[src/rtl/dmem_wbuf_pkg.sv]
// dmem_wbuf_pkg: shared types and constants for the posted-store write buffer.
//   - wbuf_state_e : memory-port FSM states
//   - wbuf_entry_t : one buffered store {word address, data}
//   - word_to_byte : rebuilds a word-aligned byte address from a word address
package dmem_wbuf_pkg;

  localparam int WBUF_DEPTH  = 4;
  localparam int WBUF_DATA_W = 32;
  localparam int WBUF_ADDR_W = 32;
  localparam int WBUF_WORD_W = WBUF_ADDR_W - 2;
  localparam int PTR_W       = $clog2(WBUF_DEPTH);

  typedef enum logic [1:0] {
    IDLE    = 2'd0,
    WR_REQ  = 2'd1,
    RD_REQ  = 2'd2,
    RD_DONE = 2'd3
  } wbuf_state_e;

  typedef struct packed {
    logic [WBUF_WORD_W-1:0] word_addr;
    logic [WBUF_DATA_W-1:0] data;
  } wbuf_entry_t;

  function automatic logic [WBUF_ADDR_W-1:0] word_to_byte(input logic [WBUF_WORD_W-1:0] word_addr);
    return {word_addr, 2'b00};
  endfunction

endpackage

[src/rtl/dmem_wbuf_checker.sv]
// dmem_wbuf_checker: simulation-only protocol checks for dmem_write_buffer.
//   clk, reset       : clock and active-low async reset
//   cpu_wr, cpu_rd   : MEM-stage store/load strobes
//   mem_req, mem_ack : memory handshake
module dmem_wbuf_checker (
  input logic clk,
  input logic reset,
  input logic cpu_wr,
  input logic cpu_rd,
  input logic mem_req,
  input logic mem_ack
);

  // A MEM stage cannot issue a store and a load in the same instruction.
  a_no_wr_rd : assert property (@(posedge clk) disable iff (!reset) !(cpu_wr && cpu_rd))
    else $error("dmem_write_buffer: store and load asserted together; store taken");

  // The request must drop on the edge after its acknowledge.
  a_req_drop : assert property (@(posedge clk) disable iff (!reset) (mem_req && mem_ack) |=> !mem_req)
    else $error("dmem_write_buffer: mem_req still high after mem_ack");

endmodule

[src/rtl/dmem_wbuf_match.sv]
// wbuf_match: associative lookup of a load word address across all buffer slots.
//   valid     : per-slot occupancy
//   entries   : slot contents
//   wr_ptr    : next slot to be written; slot wr_ptr+k is older for smaller k
//   word_addr : load word address
//   hit       : some valid slot matches
//   hit_data  : data of the youngest matching slot
module wbuf_match
  import dmem_wbuf_pkg::*;
#(
  parameter int DEPTH = WBUF_DEPTH,
  parameter int IDX_W = $clog2(DEPTH)
) (
  input  logic [DEPTH-1:0]                valid,
  input  wbuf_entry_t [DEPTH-1:0]         entries,
  input  logic [IDX_W-1:0]                wr_ptr,
  input  logic [WBUF_WORD_W-1:0]          word_addr,
  output logic                            hit,
  output logic [WBUF_DATA_W-1:0]          hit_data
);

  logic                   hit_s;
  logic [WBUF_DATA_W-1:0] data_s;

  // Walk slots oldest-to-youngest (starting at wr_ptr) so the last match, the youngest store, wins.
  always_comb begin
    logic [IDX_W-1:0] idx_s;
    hit_s  = 1'b0;
    data_s = {WBUF_DATA_W{1'b0}};
    idx_s  = {IDX_W{1'b0}};
    for (int k = 0; k < DEPTH; k++) begin
      idx_s = wr_ptr + IDX_W'(k);
      if (valid[idx_s] && (entries[idx_s].word_addr == word_addr)) begin
        hit_s  = 1'b1;
        data_s = entries[idx_s].data;
      end else begin
        hit_s  = hit_s;
        data_s = data_s;
      end
    end
  end

  assign hit      = hit_s;
  assign hit_data = data_s;

endmodule

[src/rtl/dmem_write_buffer.sv]
// dmem_write_buffer: posted-store buffer between MEM stage and a variable-latency data memory.
//   Stores enter a FIFO in zero stall cycles and drain in the background; loads forward from the
//   youngest matching buffered store, otherwise go to memory ahead of pending drains.
//   clk, reset (async active-low)
//   cpu_wr/cpu_rd/cpu_addr/cpu_wdata in, cpu_rdata/cpu_stall out : pipeline side
//   mem_req/mem_we/mem_addr/mem_wdata out (registered), mem_ack/mem_rdata in : memory side
//   buf_empty : no buffered stores
// Entry layout comes from dmem_wbuf_pkg; DATA_W/ADDR_W must stay at the package widths.
module dmem_write_buffer
  import dmem_wbuf_pkg::*;
#(
  parameter int DEPTH  = WBUF_DEPTH,
  parameter int DATA_W = WBUF_DATA_W,
  parameter int ADDR_W = WBUF_ADDR_W
) (
  input  logic              clk,
  input  logic              reset,
  input  logic              cpu_wr,
  input  logic              cpu_rd,
  input  logic [ADDR_W-1:0] cpu_addr,
  input  logic [DATA_W-1:0] cpu_wdata,
  output logic [DATA_W-1:0] cpu_rdata,
  output logic              cpu_stall,
  output logic              mem_req,
  output logic              mem_we,
  output logic [ADDR_W-1:0] mem_addr,
  output logic [DATA_W-1:0] mem_wdata,
  input  logic              mem_ack,
  input  logic [DATA_W-1:0] mem_rdata,
  output logic              buf_empty
);

  localparam int               IDX_W    = $clog2(DEPTH);
  localparam logic [IDX_W:0]   FULL_CNT = (IDX_W+1)'(DEPTH);
  localparam logic [IDX_W:0]   CNT_ONE  = (IDX_W+1)'(1);
  localparam logic [IDX_W-1:0] PTR_ONE  = IDX_W'(1);

  wbuf_state_e            state_r, next_state_s;
  wbuf_entry_t [DEPTH-1:0] buf_r;
  logic [IDX_W-1:0]       wr_ptr_r, rd_ptr_r;
  logic [IDX_W:0]         count_r;
  logic [DEPTH-1:0]       valid_s;
  logic                   hit_s;
  logic [DATA_W-1:0]      hit_data_s;
  logic                   push_s, pop_s, issue_rd_s, issue_wr_s, capture_s, load_miss_s;
  logic                   stall_s;
  logic [DATA_W-1:0]      rdata_s, rd_hold_r;
  logic                   mem_req_r, mem_we_r;
  logic [ADDR_W-1:0]      mem_addr_r;
  logic [DATA_W-1:0]      mem_wdata_r;
  logic                   addr_lsb_unused_s;

  assign addr_lsb_unused_s = ^cpu_addr[1:0];

  // Slot i holds a live store when its distance from the head is below the count.
  always_comb begin
    logic [IDX_W-1:0] offs_s;
    valid_s = {DEPTH{1'b0}};
    offs_s  = {IDX_W{1'b0}};
    for (int i = 0; i < DEPTH; i++) begin
      offs_s     = IDX_W'(i) - rd_ptr_r;
      valid_s[i] = ({1'b0, offs_s} < count_r);
    end
  end

  wbuf_match #(.DEPTH(DEPTH), .IDX_W(IDX_W)) u_match (
    .valid     (valid_s),
    .entries   (buf_r),
    .wr_ptr    (wr_ptr_r),
    .word_addr (cpu_addr[ADDR_W-1:2]),
    .hit       (hit_s),
    .hit_data  (hit_data_s)
  );

  // Full is judged on the registered count, so a store waits one cycle past the freeing ack.
  assign push_s      = cpu_wr && (count_r != FULL_CNT);
  assign load_miss_s = cpu_rd && !cpu_wr && !hit_s;

  // Pipeline-side stall and load data; RD_DONE presents the captured miss data for one cycle.
  always_comb begin
    stall_s = 1'b0;
    rdata_s = {DATA_W{1'b0}};
    if (cpu_wr) begin
      stall_s = (count_r == FULL_CNT);
    end else if (cpu_rd) begin
      if (state_r == RD_DONE) begin
        rdata_s = rd_hold_r;
      end else if (hit_s) begin
        rdata_s = hit_data_s;
      end else begin
        stall_s = 1'b1;
      end
    end else begin
      stall_s = 1'b0;
    end
  end

  // FSM next state and transaction strobes; loads take priority over draining in IDLE.
  always_comb begin
    next_state_s = state_r;
    issue_rd_s   = 1'b0;
    issue_wr_s   = 1'b0;
    pop_s        = 1'b0;
    capture_s    = 1'b0;
    case (state_r)
      IDLE: begin
        if (load_miss_s) begin
          next_state_s = RD_REQ;
          issue_rd_s   = 1'b1;
        end else if (count_r != {(IDX_W+1){1'b0}}) begin
          next_state_s = WR_REQ;
          issue_wr_s   = 1'b1;
        end else begin
          next_state_s = IDLE;
        end
      end
      WR_REQ: begin
        if (mem_ack) begin
          pop_s        = 1'b1;
          next_state_s = IDLE;
        end else begin
          next_state_s = WR_REQ;
        end
      end
      RD_REQ: begin
        if (mem_ack) begin
          capture_s    = 1'b1;
          next_state_s = RD_DONE;
        end else begin
          next_state_s = RD_REQ;
        end
      end
      RD_DONE: next_state_s = IDLE;
      default: next_state_s = IDLE;
    endcase
  end

  // FSM state register.
  always_ff @(posedge clk or negedge reset) begin
    if (!reset) begin
      state_r <= IDLE;
    end else begin
      state_r <= next_state_s;
    end
  end

  // FIFO pointers, occupancy count and storage.
  always_ff @(posedge clk or negedge reset) begin
    if (!reset) begin
      wr_ptr_r <= {IDX_W{1'b0}};
      rd_ptr_r <= {IDX_W{1'b0}};
      count_r  <= {(IDX_W+1){1'b0}};
      for (int i = 0; i < DEPTH; i++) begin
        buf_r[i] <= {($bits(wbuf_entry_t)){1'b0}};
      end
    end else begin
      if (push_s) begin
        buf_r[wr_ptr_r].word_addr <= cpu_addr[ADDR_W-1:2];
        buf_r[wr_ptr_r].data      <= cpu_wdata;
        wr_ptr_r                  <= wr_ptr_r + PTR_ONE;
      end else begin
        wr_ptr_r <= wr_ptr_r;
      end
      if (pop_s) begin
        rd_ptr_r <= rd_ptr_r + PTR_ONE;
      end else begin
        rd_ptr_r <= rd_ptr_r;
      end
      case ({push_s, pop_s})
        2'b10:   count_r <= count_r + CNT_ONE;
        2'b01:   count_r <= count_r - CNT_ONE;
        default: count_r <= count_r;
      endcase
    end
  end

  // Registered memory port and miss-data holding register; the request drops on the ack edge.
  always_ff @(posedge clk or negedge reset) begin
    if (!reset) begin
      mem_req_r   <= 1'b0;
      mem_we_r    <= 1'b0;
      mem_addr_r  <= {ADDR_W{1'b0}};
      mem_wdata_r <= {DATA_W{1'b0}};
      rd_hold_r   <= {DATA_W{1'b0}};
    end else begin
      if (issue_rd_s) begin
        mem_req_r  <= 1'b1;
        mem_we_r   <= 1'b0;
        mem_addr_r <= {cpu_addr[ADDR_W-1:2], 2'b00};
      end else if (issue_wr_s) begin
        mem_req_r   <= 1'b1;
        mem_we_r    <= 1'b1;
        mem_addr_r  <= word_to_byte(buf_r[rd_ptr_r].word_addr);
        mem_wdata_r <= buf_r[rd_ptr_r].data;
      end else if (pop_s || capture_s) begin
        mem_req_r <= 1'b0;
      end else begin
        mem_req_r <= mem_req_r;
      end
      if (capture_s) begin
        rd_hold_r <= mem_rdata;
      end else begin
        rd_hold_r <= rd_hold_r;
      end
    end
  end

  dmem_wbuf_checker u_chk (
    .clk     (clk),
    .reset   (reset),
    .cpu_wr  (cpu_wr),
    .cpu_rd  (cpu_rd),
    .mem_req (mem_req_r),
    .mem_ack (mem_ack)
  );

  // Stall is forced low while reset is asserted so the pipeline sees a quiet interface.
  assign cpu_stall = stall_s & reset;
  assign cpu_rdata = rdata_s;
  assign mem_req   = mem_req_r;
  assign mem_we    = mem_we_r;
  assign mem_addr  = mem_addr_r;
  assign mem_wdata = mem_wdata_r;
  assign buf_empty = (count_r == {(IDX_W+1){1'b0}});

endmodule

[config.mk]
export PLATFORM = sky130hd
export DESIGN_NAME = dmem_write_buffer
export DESIGN_NICKNAME = d
export VERILOG_FILES = /design/src/rtl/dmem_wbuf_pkg.sv /design/src/rtl/dmem_wbuf_checker.sv /design/src/rtl/dmem_wbuf_match.sv /design/src/rtl/dmem_write_buffer.sv
export SDC_FILE = /design/constraint.sdc
export NUM_CORES = 1
export LEC_CHECK = 0
export CAP_MARGIN = 40
export CORE_ASPECT_RATIO = 1.5
export CORE_MARGIN = 10
export CORE_UTILIZATION = 43
export DETAILED_ROUTE_END_ITERATION = 10
export HOLD_SLACK_MARGIN = 0.02
export PLACE_DENSITY = 0.66
export SYNTH_ARGS = -nofsm -noshare
export SYNTH_HDL_FRONTEND = slang
export SYNTH_HIERARCHICAL = 1
export SYNTH_SLANG_ARGS = --single-unit
[constraint.sdc]
create_clock -name clk -period 6.8 [get_ports clk]
set_input_delay 1.02 -clock clk [delete_from_list [all_inputs] [get_ports clk]]
set_output_delay 1.02 -clock clk [all_outputs]
set_load 0.01 [all_outputs]
==> impl_metrics.env <==
export IMPL_rr_startpoint="wr_ptr_r[0]"
export IMPL_gp_congestion=0.987
export IMPL_fin_nets=2263
export IMPL_grt_overflow=0
export IMPL_max_freq_mhz=155
export IMPL_switchingPower_w=0.00644
export IMPL_synth_flop_cell="dfrtp_1"
export IMPL_multi_input_comb_area_mm2=0.0145
export IMPL_antenna_found_initial=1
export IMPL_clk_latency_ns=0.57
export IMPL_synth_area_top_cells="dfrtp_1 (36%), mux2_2 (17%), mux2i_1 (8.2%), mux4_2 (8.2%), mux2_4 (3.7%)"
export IMPL_fin_tns_setup_ns=0
export IMPL_place_area_mm2=0.0273
export IMPL_min_period_ns=6.46
export IMPL_regArea_mm2=0.00885
export IMPL_final_cell_mix="mux2_2 (380), dfrtp_1 (349), mux2i_1 (203)"
export IMPL_worstPathArrival_ns=5.44
export IMPL_start_util_pct=43.4
export IMPL_p_comb_share_pct=58.9
export IMPL_crit_start="wr_ptr_r[1]"
export IMPL_final_area_mm2=0.0286
export IMPL_cp_slowest_cell="dfrtp_4"
export IMPL_slew_headroom_pct=36.3
export IMPL_rsz0062_at_grt="no"
export IMPL_drc=0
export IMPL_worstPathCellList="buf_12 -> mux2i_1 -> o21ai_0 -> nor4_1 -> nor2b_1 -> a2111oi_0 -> and4_1 -> nor2b_4 -> buf_12 -> buf_12 -> a221o_1 -> a22o_1 -> nand3_1 -> a21oi_1 -> clkdlybuf4s50_1"
export IMPL_worstSetupPathType="flip-flop to output pin"
export IMPL_p_sw_share_pct=40.9
export IMPL_skew_ns=0.0249
export IMPL_clk_pin_slew_ns=0.06
export IMPL_wirelength_um=79400
export IMPL_critPathTopFamily="buffers and inverters"
export IMPL_yosys_warnings=6
export IMPL_cpMostUsedCell="buf_12"
export IMPL_clockPowerShare_pct=13.6
export IMPL_crit_fanout=32
export IMPL_worst_slew_pin_slew_ns=0.955
export IMPL_p_int_w=0.00930
export IMPL_worstSetupPathDepth=15
export IMPL_drt_iter0_drc=1178
export IMPL_drive_above_1_share_pct=34.2
export IMPL_hold_path_class="input pin to asynchronous set/reset pin"
export IMPL_required_ns=5.78
export IMPL_pwr_density_cell_mw_per_mm2=550
export IMPL_start_kind="flip-flop"
export IMPL_pwr_share_seq_pct=27.5
export IMPL_clkSinkCount=353
export IMPL_wl_per_cell_um=27.0
export IMPL_maxCapViolations=0
export IMPL_yosysTopAreaCellShare_pct=35.8
export IMPL_fillers=5108
export IMPL_r2r_slack_ns=1.35
export IMPL_status="finished clean"
export IMPL_maxSlewViolCount=0
export IMPL_setup_violations=0
export IMPL_io_pins=201
export IMPL_antenna_left=0
export IMPL_syn_inst=2014
export IMPL_synth_top_area_cell="dfrtp_1"
export IMPL_slowest_delay_ns=0.77
export IMPL_die_height_um=313
export IMPL_worst_path_buf_inv=4
export IMPL_cts_root_buf="clkbuf_16"
export IMPL_ys_types=76
export IMPL_grt_max_degree=158
export IMPL_hpwl_um=54700
export IMPL_port_buffer_count=196
export IMPL_synth_edf_count=0
export IMPL_grt_util_all_layers_pct=22.9
export IMPL_cts_tree="yes"
export IMPL_cp_end_kind="output pin"
export IMPL_synth_area_mm2=0.0247
export IMPL_p_leak_nw=12.0
export IMPL_syn_to_final_growth_pct=16.0
export IMPL_rr_endpoint="mem_addr[2]"
export IMPL_ff2ff_path_depth=16
export IMPL_dpl_cell_count=2875
export IMPL_drtPass1Iterations=5
export IMPL_synthArstFlopShare_pct=100
export IMPL_htreeDepth=2
export IMPL_final_common_cell="mux2_2"
export IMPL_grt_pass1_wl_um=121000
export IMPL_synth_area_per_cell_um2=12.2
export IMPL_cts_buffers=37
export IMPL_num_rows=107
export IMPL_synth_seq_cells=353
export IMPL_die_w_um=215
export IMPL_power_w=0.0157
export IMPL_fin_crit_sh_pct=95.0
export IMPL_via_count=18100
export IMPL_finalHoldViolCount=0
export IMPL_grt_pass1_vias=19300
export IMPL_ir_worst_vdd_mv=0.324
export IMPL_via_per_inst=6.14
export IMPL_endpoint="cpu_rdata[21]"
export IMPL_clk_path_buf_depth=3
export IMPL_die_area_mm2=0.0675
export IMPL_fin_cells=2942
export IMPL_cts_resized=0
export IMPL_yosysSeqAreaShare_pct=35.8
export IMPL_core_area_mm2=0.0568
cell type report:
| cell class | instances | share of cell area (%) |
|---|---|---|
| Clock buffer | 49 | 3.64 |
| Inverter | 20 | 0.262 |
| Antenna cell | 1 | 0.00875 |
| Tap cell | 763 | 3.34 |
| Timing Repair Buffer | 289 | 10.3 |
| Multi-Input combinational cell | 1451 | 50.8 |
| Clock inverter | 16 | 0.730 |
| Sequential cell | 353 | 30.9 |
cells in the mapped netlist (10+ instances only):
cell type,n
nand3_1,38
inv_1,19
o21ai_0,14
buf_2,44
mux2i_1,203
xor2_1,32
buf_4,15
a22o_1,32
o32ai_1,30
mux2_4,61
buf_1,12
nor2_1,29
a2bb2oi_1,32
a21oi_1,68
o22ai_1,13
buf_6,32
nand2_1,74
dfrtp_1,353
nor2b_1,15
mux4_2,90
buf_12,10
nand4_1,13
a211oi_1,14
mux2_2,380
clkbuf_1,75
nor4_1,17
a221o_1,64
or2_2,33
xnor2_1,83
sequential cells by signal, summed over array words and instances (netlist names):
name	count
state_r	2
mem_req	1
mem_we	1
count_r	3
wr_ptr_r	2
rd_ptr_r	2
rd_hold_r	32
mem_addr	30
mem_wdata	32
buf_r	248
stage by stage:
| stage | hold WS [ns] | worst slack [ns] | utilization [%] |
|---|---|---|---|
| 3_3_place_gp | 0.474 | 0.496 | 47.8 |
| 5_1_grt | 0.470 | 0.0756 | 50.4 |
| 4_1_cts | 0.473 | 0.168 | 50.4 |
| 2_1_floorplan | 0.479 | 1.80 | - |
| 6_report | 0.431 | 0.343 | 50.4 |
| 3_5_place_dp | 0.481 | 0.476 | 48.2 |
worst register-to-register path, delay by kind of cell (launching register included):
family	cells	cell delay [ns]
AOI/OAI and AO/OA	4	1.62
buffers and inverters	5	1.51
muxes	1	0.53
xor gates and xnor gates	1	0.19
and+or+nand+nor	5	0.79
DFF	1	0.76
repair_timing:
action | in CTS | in global routing
setup buffers | 0 | 1
endpoints found under the setup margin | 0 | 13
hold buffers | 0 | 0
logic make-up after synthesis:
logic type / count (synthesis) / share of synthesized area, %
muxes: 750 / 38.4
DFF: 353 / 35.8
AOI/OAI and AO/OA: 314 / 9.94
and+or+nand+nor: 260 / 5.78
buffers and inverters: 211 / 5.39
xor gates and xnor gates: 115 / 4.09
adders and majority gates: 10 / 0.538
other: 1 / 0.0152
how the worst min path moves through the flow:
stage	slack (ns)	endpoint	depth (start not counted)
2_1_floorplan	0.48	rd_hold_r[0]	1
3_3_place_gp	0.47	mem_wdata[6]	1
3_5_place_dp	0.48	mem_wdata[28]	1
4_1_cts	0.47	mem_wdata[21]	1
5_1_grt	0.47	rd_hold_r[23]	1
6_report	0.43	rd_hold_r[23]	1
power by group through the flow:
stage	Clock, W	Combinational, W	Sequential, W
after floorplan	0	0.00682	0.00399
after global placement	0	0.00887	0.00426
after detailed placement	0	0.00913	0.00437
after CTS	0.00219	0.00918	0.00434
after global routing	0.00227	0.00979	0.00452
final	0.00214	0.00927	0.00433
metal layers:
metal,global-route usage (%),vias to the layer above,part of all wire [%]
met2,41.4,513,53
met4,10.1,0,4.3
met1,25.8,9462,38
met3,3.97,139,4.9
li1,-,7960,-
met5,0,-,0
Note: power is estimated with default switching activity, not from simulation.
